### src/rtl/deadlock_cycle_recorder_if.sv
// Record-FIFO read bus of the deadlock cycle recorder: one record per beat,
// transferred when rec_valid and rec_ready are both high.
interface deadlock_cycle_recorder_if #(
    parameter int IDXW = 2
) ();
    logic            rec_valid;
    logic            rec_ready;
    logic [IDXW-1:0] rec_idx;
    logic            rec_last;
    logic [7:0]      rec_cycle_id;

    modport master (
        output rec_valid,
        output rec_idx,
        output rec_last,
        output rec_cycle_id,
        input  rec_ready
    );

    modport slave (
        input  rec_valid,
        input  rec_idx,
        input  rec_last,
        input  rec_cycle_id,
        output rec_ready
    );
endinterface

### src/rtl/deadlock_cycle_recorder.sv
// Detects a persistent deadlock indication, walks each dependence cycle starting
// from the lowest pending process, and logs its members into a record FIFO.
module deadlock_cycle_recorder #(
    parameter int PROC_NUM       = 4,
    parameter int DEPTH          = 16,
    parameter int STALL_CYCLES   = 8,
    parameter int REPORT_TIMEOUT = 64
) (
    input  logic                      clock,
    input  logic                      reset,
    input  logic [PROC_NUM-1:0]       dl_in_vec,
    output logic                      dl_detect_out,
    output logic [PROC_NUM-1:0]       origin,
    output logic                      token_clear,
    output logic [7:0]                cycle_count,
    output logic                      done,
    output logic                      overflow,
    output logic                      timeout,
    deadlock_cycle_recorder_if.master rec_if
);

    localparam int IDXW = (PROC_NUM > 1) ? $clog2(PROC_NUM) : 1;
    localparam int AW   = $clog2(DEPTH);
    localparam int CW   = AW + 1;
    localparam int SW   = $clog2(STALL_CYCLES + 1);
    localparam int TW   = $clog2(REPORT_TIMEOUT + 1);
    localparam int RECW = 8 + 1 + IDXW;

    localparam logic [SW-1:0] STALL_MAX = SW'(STALL_CYCLES - 1);
    localparam logic [TW-1:0] TMO_MAX   = TW'(REPORT_TIMEOUT - 1);
    localparam logic [CW-1:0] FIFO_FULL = CW'(DEPTH);

    typedef enum logic [1:0] {
        S_IDLE     = 2'd0,
        S_DETECTED = 2'd1,
        S_REPORT   = 2'd2,
        S_DONE     = 2'd3
    } state_t;

    function automatic logic [PROC_NUM-1:0] f_lowest_onehot(input logic [PROC_NUM-1:0] v);
        f_lowest_onehot = v & (~v + {{(PROC_NUM-1){1'b0}}, 1'b1});
    endfunction

    function automatic logic [IDXW-1:0] f_low_index(input logic [PROC_NUM-1:0] v);
        logic [IDXW-1:0] idx;
        idx = '0;
        for (int i = PROC_NUM - 1; i >= 0; i--) begin
            if (v[i]) begin
                idx = IDXW'(i);
            end
        end
        return idx;
    endfunction

    function automatic logic [IDXW-1:0] f_high_index(input logic [PROC_NUM-1:0] v);
        logic [IDXW-1:0] idx;
        idx = '0;
        for (int i = 0; i < PROC_NUM; i++) begin
            if (v[i]) begin
                idx = IDXW'(i);
            end
        end
        return idx;
    endfunction

    state_t              r_state;
    logic [SW-1:0]       r_stall;
    logic [TW-1:0]       r_tmo_cnt;
    logic [PROC_NUM-1:0] r_dl_detect;
    logic [PROC_NUM-1:0] r_dl_done;
    logic [PROC_NUM-1:0] r_origin;
    logic [PROC_NUM-1:0] r_last_vec;
    logic [7:0]          r_cycle_id;

    logic [RECW-1:0]     r_mem [DEPTH];
    logic [AW-1:0]       r_wr_ptr;
    logic [AW-1:0]       r_rd_ptr;
    logic [CW-1:0]       r_count;

    logic [PROC_NUM-1:0] w_pending;
    logic [PROC_NUM-1:0] w_origin_oh;
    logic                w_close;
    logic                w_tmo;
    logic                w_member;
    logic                w_track;
    logic                w_push;
    logic [RECW-1:0]     w_push_rec;
    logic                w_rec_valid;
    logic                w_pop;
    logic                w_full;
    logic                w_wr_en;
    logic [RECW-1:0]     w_head;

    assign w_pending   = r_dl_detect & ~r_dl_done;
    assign w_origin_oh = f_lowest_onehot(w_pending);

    assign dl_detect_out = |r_dl_detect;
    assign origin        = (r_state == S_DETECTED) ? w_origin_oh : '0;

    // Per-cycle decode of close/timeout/member events and the record to push.
    always_comb begin
        w_close    = 1'b0;
        w_tmo      = 1'b0;
        w_member   = 1'b0;
        w_track    = 1'b0;
        w_push     = 1'b0;
        w_push_rec = '0;
        case (r_state)
            S_DETECTED: begin
                if (|w_pending) begin
                    w_push     = 1'b1;
                    w_push_rec = {r_cycle_id, 1'b0, f_low_index(w_origin_oh)};
                end else begin
                    w_push     = 1'b0;
                end
            end
            S_REPORT: begin
                w_close  = |(dl_in_vec & r_origin);
                w_tmo    = !w_close && (r_tmo_cnt == TMO_MAX);
                w_member = !w_close && !w_tmo && (|dl_in_vec) && (dl_in_vec != r_last_vec);
                w_track  = |(dl_in_vec & r_dl_detect);
                // A closing beat (real or forced by timeout) suppresses any member record.
                if (w_close || w_tmo) begin
                    w_push     = 1'b1;
                    w_push_rec = {r_cycle_id, 1'b1, f_low_index(r_origin)};
                end else if (w_member) begin
                    w_push     = 1'b1;
                    w_push_rec = {r_cycle_id, 1'b0, f_high_index(dl_in_vec)};
                end else begin
                    w_push     = 1'b0;
                end
            end
            default: begin
                w_push = 1'b0;
            end
        endcase
    end

    // Detection, cycle walking and sticky status flags.
    always_ff @(posedge clock or negedge reset) begin
        if (!reset) begin
            r_state     <= S_IDLE;
            r_stall     <= '0;
            r_tmo_cnt   <= '0;
            r_dl_detect <= '0;
            r_dl_done   <= '0;
            r_origin    <= '0;
            r_last_vec  <= '0;
            r_cycle_id  <= 8'd0;
            token_clear <= 1'b0;
            cycle_count <= 8'd0;
            done        <= 1'b0;
            timeout     <= 1'b0;
        end else begin
            token_clear <= 1'b0;
            case (r_state)
                S_IDLE: begin
                    if (|dl_in_vec) begin
                        if (r_stall == STALL_MAX) begin
                            r_dl_detect <= dl_in_vec;
                            r_stall     <= '0;
                            r_state     <= S_DETECTED;
                        end else begin
                            r_stall <= r_stall + SW'(1);
                        end
                    end else begin
                        r_stall <= '0;
                    end
                end
                S_DETECTED: begin
                    if (|w_pending) begin
                        r_origin   <= w_origin_oh;
                        r_last_vec <= w_origin_oh;
                        r_tmo_cnt  <= '0;
                        r_state    <= S_REPORT;
                    end else begin
                        done    <= 1'b1;
                        r_state <= S_DONE;
                    end
                end
                S_REPORT: begin
                    // Timed-out origins are retired so the walk always makes progress.
                    r_dl_done <= r_dl_done | (w_track ? dl_in_vec : '0) | (w_tmo ? r_origin : '0);
                    if (w_close || w_tmo) begin
                        token_clear <= 1'b1;
                        r_cycle_id  <= r_cycle_id + 8'd1;
                        if (cycle_count != 8'hFF) begin
                            cycle_count <= cycle_count + 8'd1;
                        end else begin
                            cycle_count <= cycle_count;
                        end
                        if (w_tmo) begin
                            timeout <= 1'b1;
                        end else begin
                            timeout <= timeout;
                        end
                        r_state <= S_DETECTED;
                    end else begin
                        r_tmo_cnt <= r_tmo_cnt + TW'(1);
                        if (w_member) begin
                            r_last_vec <= dl_in_vec;
                        end else begin
                            r_last_vec <= r_last_vec;
                        end
                    end
                end
                S_DONE: begin
                    r_state <= S_DONE;
                end
                default: begin
                    r_state <= S_IDLE;
                end
            endcase
        end
    end

    assign w_rec_valid = (r_count != '0);
    assign w_full      = (r_count == FIFO_FULL);
    assign w_pop       = w_rec_valid & rec_if.rec_ready;
    assign w_wr_en     = w_push & (!w_full | w_pop);

    // FIFO pointers, occupancy and overflow flag.
    always_ff @(posedge clock or negedge reset) begin
        if (!reset) begin
            r_wr_ptr <= '0;
            r_rd_ptr <= '0;
            r_count  <= '0;
            overflow <= 1'b0;
        end else begin
            if (w_wr_en) begin
                r_wr_ptr <= r_wr_ptr + AW'(1);
            end else begin
                r_wr_ptr <= r_wr_ptr;
            end
            if (w_pop) begin
                r_rd_ptr <= r_rd_ptr + AW'(1);
            end else begin
                r_rd_ptr <= r_rd_ptr;
            end
            case ({w_wr_en, w_pop})
                2'b10:   r_count <= r_count + CW'(1);
                2'b01:   r_count <= r_count - CW'(1);
                default: r_count <= r_count;
            endcase
            if (w_push && w_full && !w_pop) begin
                overflow <= 1'b1;
            end else begin
                overflow <= overflow;
            end
        end
    end

    // Record storage; contents are only observed through the valid-masked head.
    always_ff @(posedge clock) begin
        if (w_wr_en) begin
            r_mem[r_wr_ptr] <= w_push_rec;
        end
    end

    assign w_head              = r_mem[r_rd_ptr];
    assign rec_if.rec_valid    = w_rec_valid;
    assign rec_if.rec_idx      = w_rec_valid ? w_head[IDXW-1:0] : '0;
    assign rec_if.rec_last     = w_rec_valid & w_head[IDXW];
    assign rec_if.rec_cycle_id = w_rec_valid ? w_head[RECW-1:IDXW+1] : 8'd0;

endmodule

### src/flat_wrapper.sv
// flat-port wrapper written by rule: the top's interface ports become plain ports
module deadlock_cycle_recorder_flat 
#(
    parameter int PROC_NUM       = 4,
    parameter int DEPTH          = 16,
    parameter int STALL_CYCLES   = 8,
    parameter int REPORT_TIMEOUT = 64
)
  (clock, reset, dl_in_vec, dl_detect_out, origin, token_clear, cycle_count, done, overflow, timeout, rec_if_rec_valid, rec_if_rec_idx, rec_if_rec_last, rec_if_rec_cycle_id, rec_if_rec_ready);
  deadlock_cycle_recorder_if #(.IDXW((2))) rec_if_i ();
  input  logic clock;
  input  logic reset;
  input  logic [PROC_NUM-1:0] dl_in_vec;
  output logic dl_detect_out;
  output logic [PROC_NUM-1:0] origin;
  output logic token_clear;
  output logic [7:0] cycle_count;
  output logic done;
  output logic overflow;
  output logic timeout;
  output wire logic [$bits(rec_if_i.rec_valid)-1:0] rec_if_rec_valid;
  output wire logic [$bits(rec_if_i.rec_idx)-1:0] rec_if_rec_idx;
  output wire logic [$bits(rec_if_i.rec_last)-1:0] rec_if_rec_last;
  output wire logic [$bits(rec_if_i.rec_cycle_id)-1:0] rec_if_rec_cycle_id;
  input wire logic [$bits(rec_if_i.rec_ready)-1:0] rec_if_rec_ready;
  assign rec_if_rec_valid = rec_if_i.rec_valid;
  assign rec_if_rec_idx = rec_if_i.rec_idx;
  assign rec_if_rec_last = rec_if_i.rec_last;
  assign rec_if_rec_cycle_id = rec_if_i.rec_cycle_id;
  assign rec_if_i.rec_ready = rec_if_rec_ready;
  deadlock_cycle_recorder #(.PROC_NUM(PROC_NUM), .DEPTH(DEPTH), .STALL_CYCLES(STALL_CYCLES), .REPORT_TIMEOUT(REPORT_TIMEOUT)) u_core (.clock(clock), .reset(reset), .dl_in_vec(dl_in_vec), .dl_detect_out(dl_detect_out), .origin(origin), .token_clear(token_clear), .cycle_count(cycle_count), .done(done), .overflow(overflow), .timeout(timeout), .rec_if(rec_if_i));
endmodule
### config.mk
export PLATFORM = sky130hd
export DESIGN_NAME = deadlock_cycle_recorder_flat
export DESIGN_NICKNAME = d
export VERILOG_FILES = /design/src/rtl/deadlock_cycle_recorder_if.sv /design/src/rtl/deadlock_cycle_recorder.sv /design/src/flat_wrapper.sv
export SDC_FILE = /design/constraint.sdc
export NUM_CORES = 1
export LEC_CHECK = 0
export CAP_MARGIN = 40
export CORE_MARGIN = 2
export CORE_UTILIZATION = 40
export CTS_CLUSTER_DIAMETER = 30
export CTS_CLUSTER_SIZE = 30
export DETAILED_ROUTE_END_ITERATION = 8
export PLACE_DENSITY_LB_ADDON = 0.08
export SETUP_SLACK_MARGIN = 0.5
export SLEW_MARGIN = 5
export SYNTH_ARGS = -nofsm -noshare
export SYNTH_HDL_FRONTEND = slang
export SYNTH_SLANG_ARGS = --single-unit
### constraint.sdc
create_clock -name clock -period 4.15 [get_ports clock]
set_input_delay 0.83 -clock clock [delete_from_list [all_inputs] [get_ports clock]]
set_output_delay 0.83 -clock clock [all_outputs]
set_load 0.05 [all_outputs]
# Word level (Yosys, flattened, before mapping)
# Memory sizes are Yosys's and may differ from the RTL's.
# Cells that the tools add are included.
# totals
ff_bits	62
mem_bits_rw	176
in_bits	7
elab_cells	132
memories	1
# classes
addsub	9
eq_ne	16
mux	47
bitwise_logic	13
n_reduce_logical	30
# memory_table
memory	depth	word_bits	read_ports	rd_clocked_by_memory_dff	wr	line	text
u_core.r_mem	16	11	1	0	1	deadlock_cycle_recorder.sv:75	logic [RECW-1:0] r_mem [DEPTH];
# op_table
op	n
$mux 11	3
$mux 4	8
$mux 2	14
$pmux 11 s2	1
$reduce_or 4->1	5
$add 4x1->4 const B	4
$add 8x1->8 const B	2
$and 4x4->4	4
$reduce_and 3->1	5
$mux 7	2
$pmux 7 s2	1
$mux 1	13
$pmux 5 s2	1
$mux 8	1
$ne 2x1->1 const B	4
$ne 8x8->1 const B	1
$not 4->4	2
$or 4x4->4	2
$pmux 2 s4	1
$pmux 4 s2	1
$add 7x1->7 const B	1
$eq 7x6->1 const B	1
$eq 2x2->1 const B	3
$logic_and 1x1->1	6
other kinds (18)	29

# Longest topological paths before layout
# depth
depth_word	14
ltp_mapped	16
depth_no_buf	15

# Least setup slack after synthesis
# Ideal clock, no wire load.
# synth_path
kind	input to register
from	input port dl_in_vec[0]
to	register u_core.r_count[4]
setup_time_ns	0.079
t_arrival_ns	3.223
required_time_ns	4.071
path_slack_ns	0.848
cell_stages	15
cell_sequence	buf_2 -> xnor2_1 -> a41o_1 -> and2_1 -> a21oi_2 -> inv_2 -> ha_1 -> clkbuf_1 -> xor2_1 -> ha_1 -> a21o_1 -> nand2_1 -> a21o_1 -> a31oi_1 -> xor2_1
# synth_between
elab_chain_cells	14
word_cells_on_any_way	19
# synth_lines
element	line	text
start, declared	flat_wrapper.sv:13	input logic [PROC_NUM-1:0] dl_in_vec;
$and 4x4->4	deadlock_cycle_recorder.sv:118	w_close = |(dl_in_vec & r_origin);
$reduce_or 4->1	deadlock_cycle_recorder.sv:118	
$logic_not 1->1	deadlock_cycle_recorder.sv:119, deadlock_cycle_recorder.sv:120	
$logic_and 1x1->1	deadlock_cycle_recorder.sv:119	w_tmo = !w_close && (r_tmo_cnt == TMO_MAX);
$logic_not 1->1	deadlock_cycle_recorder.sv:120	w_member = !w_close && !w_tmo && (|dl_in_vec) && (dl_in_vec != r_last_vec);
$logic_and 1x1->1 (3 in a row)	deadlock_cycle_recorder.sv:120	
$mux 1	deadlock_cycle_recorder.sv:126	end else if (w_member) begin
$mux 1 *	deadlock_cycle_recorder.sv:123	if (w_close || w_tmo) begin
$pmux 1 s2 *	deadlock_cycle_recorder.sv:108	case (r_state)
$and 1x1->1 *	deadlock_cycle_recorder.sv:220	assign w_wr_en = w_push & (!w_full | w_pop);
$eq 2x1->1 / $eq 2x2->1 (equally long branches)	deadlock_cycle_recorder.sv:240	case ({w_wr_en, w_pop})
$pmux 5 s2 / $reduce_bool 2->1 (equally long branches)	--	
end signal, assigned	deadlock_cycle_recorder.sv:241	2'b10: r_count <= r_count + CW'(1);
end signal, assigned	deadlock_cycle_recorder.sv:242	2'b01: r_count <= r_count - CW'(1);
end signal, assigned	deadlock_cycle_recorder.sv:243	default: r_count <= r_count;
end, declared	deadlock_cycle_recorder.sv:78	logic [CW-1:0] r_count;
# Every way passes the cells marked *; elsewhere a longest branch is shown, timed or not.
# A chain may end at the register's enable or synchronous reset.

# Worst setup path in the final report
# layout_path
from	register u_core.r_rd_ptr[0]
to	output port rec_if_rec_cycle_id[4]
# layout_between
elab_chain_cells	2
# layout_lines
element	line	text
start, declared	deadlock_cycle_recorder.sv:77	logic [AW-1:0] r_rd_ptr;
start signal, assigned	deadlock_cycle_recorder.sv:236	r_rd_ptr <= r_rd_ptr + AW'(1);
start signal, assigned	deadlock_cycle_recorder.sv:238	r_rd_ptr <= r_rd_ptr;
$mem_v2 16x11	--	
$mux 8	deadlock_cycle_recorder.sv:264	assign rec_if.rec_cycle_id = w_rec_valid ? w_head[RECW-1:IDXW+1] : 8'd0;
end, declared	flat_wrapper.sv:24	output wire logic [$bits(rec_if_i.rec_cycle_id)-1:0] rec_if_rec_cycle_id;
# Every way passes these cells.

==> run metrics <==
total wire length after detailed routing 23.4 mm; Core ar. roughly 25000 um^2; Flop pwr share 0.352; Synth Area in Simple Gates 0.0800; Arrival @ worst endpoint ~2.7 ns; die area about 27000 um^2; total negative slack 0 ns; Routed Antenna Nets 0; combinational share of power 0.114; Top Ports 36; Root Driver clkbuf_16; area grow syn2layout 26.3%; pre-CTS WS 0.170 ns; Stages on worst setup path 6; crit path from u_core.r_rd_ptr[0]; Net Count, Synth approximately 650; transition time of the tightest slew-check pin slightly below 0.8 ns; worst r2r src u_core.r_state[1]; xor and xnor area share after synthesis 0.0247; GRT Util Overall 0.180; initial antenna violation count 0; Slew HR 0.486; Synth Register Bits around 240; r2r worst-path depth 15; Worst path slowest cell mux4_2; routability cong. just under 0.9; largest net degree at the start of global routing 33; RSZ-0062 raised after global routing true; initial core utilization 0.407; grt total ovfl 0; clock sink count between 200 and 250; Num CTS Buffers 49; CTS tree built; Setup crit start kind register; drt pass-1 iters 4; vias in the first global route roughly 6200; Synth Area in Compound Gates 0.0563; setup ws final around 0.58 ns; Inst Count DP between 900 and 1000; layout cells sized above 1 0.280; hold crit path type in -> async; commonest non-fill, non-tap cell in the layout edfxtp_1; Peak VDD IR around 0.45 mV; fmax 0.280 GHz; post-detail-place hpwl 14.9 mm; H-tree levels 2; R2R setup slack 1.03 ns; detailed-route wire length per cell 21.4 um; CP cell instances buf_4 -> buf_12 -> mux4_2 -> mux4_2 -> nor2b_1 -> buf_2; worst path bufs/invs 3; Post-Synth Adder-Cell Area 0.0195; Initial DRC Count 297; Clock Tree Buf Depth 3; global-route wire length before repair about 36 mm; RR Endpoint u_core.r_count[4]; crit-path max cell delay 0.53 ns; Worst setup EP type output port; Crit Path Max Fanout 10; mux contribution to synthesized area 0.133; ys async rst share 0.261; most frequent cells in the layout edfxtp_1, dfrtp_1, mux4_2; EDFF count, synth ~180; sw frac 0.255; Yosys cell types 64; Rows 58; final count of pins violating max slew 0; Clk pin slew, worst setup/hold paths roughly 0.060 ns; Top Family by Delay on Critical Path multiplexers; clock group share of total power 0.534; yosys warns 0; sequential fraction of the synthesis area 0.664; DRC 0; Internal 5.74 mW; routed via count 5903; Psw 1.96 mW; Die X approximately 160 um; Syn Area/Cell 16.5 um^2; Syn Inst Count between 600 and 700; fin crit share 0.859; Final nets 744; largest family of logic cells by synthesized area multiplexers; Vias/cell between 5 and 6; CP Capture Point rec_if_rec_cycle_id[4]; ANT cells 0; status finished, final reports clean; Setup Skew roughly 0.018 ns; synthesized area slightly above 10000 um^2; Post-Layout Cell Count ~1100; Final Setup Violations 0; PortBufs 35; worst path required time between 3 and 4 ns; Static Leak approximately 4.3 nW; max-cap violations 0; Pwr Density ~590 nW/um^2; later-pin clock latency in the skew report 0.55 ns; Top cell by count, worst path mux4_2; Main synth FF type edfxtp_1; critical path class reg -> out; Final Hold Viols 0; Period minus WS final about 3.6 ns; Die Height about 160 um
final cells by class:
cell class | instances | area (um^2)
clock buffers | 51 | 1240
clock inverters | 41 | 531
fillers | 2083 | 12300
inverters | 17 | 63.8
multi-input cells | 340 | 3240
flip-flops and latches | 238 | 6840
well taps | 330 | 413
repair buffers | 75 | 662
cell usage after synthesis, types with 12 or more instances:
cell / instances / area share
edfxtp_1: 176 / 0.51
dfrtp_1: 62 / 0.15
mux4_2: 55 / 0.12
nand2_1: 28 / 0.010
nor2_1: 22 / 0.0080
xnor2_1: 21 / 0.018
nor2b_1: 18 / 0.011
ha_1: 16 / 0.019
inv_1: 15 / 0.0055
nand3_1: 15 / 0.0073
and2_1: 14 / 0.0085
clkbuf_1: 14 / 0.0051
and3_1: 12 / 0.0073
state kept, by name (all words and copies together), names as in the netlist, 5 cells and up:
register,flops
u_core.r_tmo_cnt,7
u_core.r_mem,176
u_core.r_count,5
u_core.r_cycle_id,8
u_core.cycle_count,8
power by group through the flow:
stage	logic, mW	clock network, mW	registers [mW]
2_1_floorplan	0.707	0	2.66
4_1_cts	0.887	4.18	2.70
6_report	0.880	4.12	2.71
3_5_place_dp	0.873	0	2.76
5_1_grt	0.962	4.30	2.71
3_3_place_gp	0.863	0	2.75
cell families after synthesis:
kind of cell,Yosys count
fa+ha+maj,16
buf+inv,46
compound gates,80
simple gates,148
mux,67
flops,238
xor+xnor,29
metal layers:
metal  up-vias  wire length (um)  GRT usage
met2       165             12100      0.314
li1       2655                 -          -
met5         -                 0          0
met4         0               446     0.0534
met1      3045              9780      0.229
met3        38              1090     0.0334
metrics by stage:
stage / total power [mW] / util / cell area (um^2) / hold slack [ns]
3_3_place_gp: 3.62 / 0.444 / 11200 / 0.452
2_1_floorplan: 3.37 / - / 10300 / 0.438
6_report: 7.71 / 0.514 / 13000 / 0.360
3_5_place_dp: 3.63 / 0.444 / 11200 / 0.450
5_1_grt: 7.97 / 0.514 / 13000 / 0.407
4_1_cts: 7.77 / 0.515 / 13000 / 0.378
worst min-delay path by stage:
stage / from / end / slack, ns / cells after the start
CTS: reset / u_core.timeout / 0.38 / 1
floorplan: u_core.r_cycle_id[7] / u_core.r_cycle_id[7] / 0.44 / 1
global placement: u_core.timeout / u_core.timeout / 0.45 / 1
global route: reset / u_core.timeout / 0.41 / 1
detailed placement: u_core.overflow / u_core.overflow / 0.45 / 1
finish: reset / u_core.r_dl_done[0] / 0.36 / 1
what timing repair did:
item,in CTS,in global routing
buffers inserted,1,1
hold buffers,0,0
endpoints found under the setup margin,11,8
resized for setup,36,14
gates cloned,0,1
No activity file was read; power rests on OpenSTA's default activity.
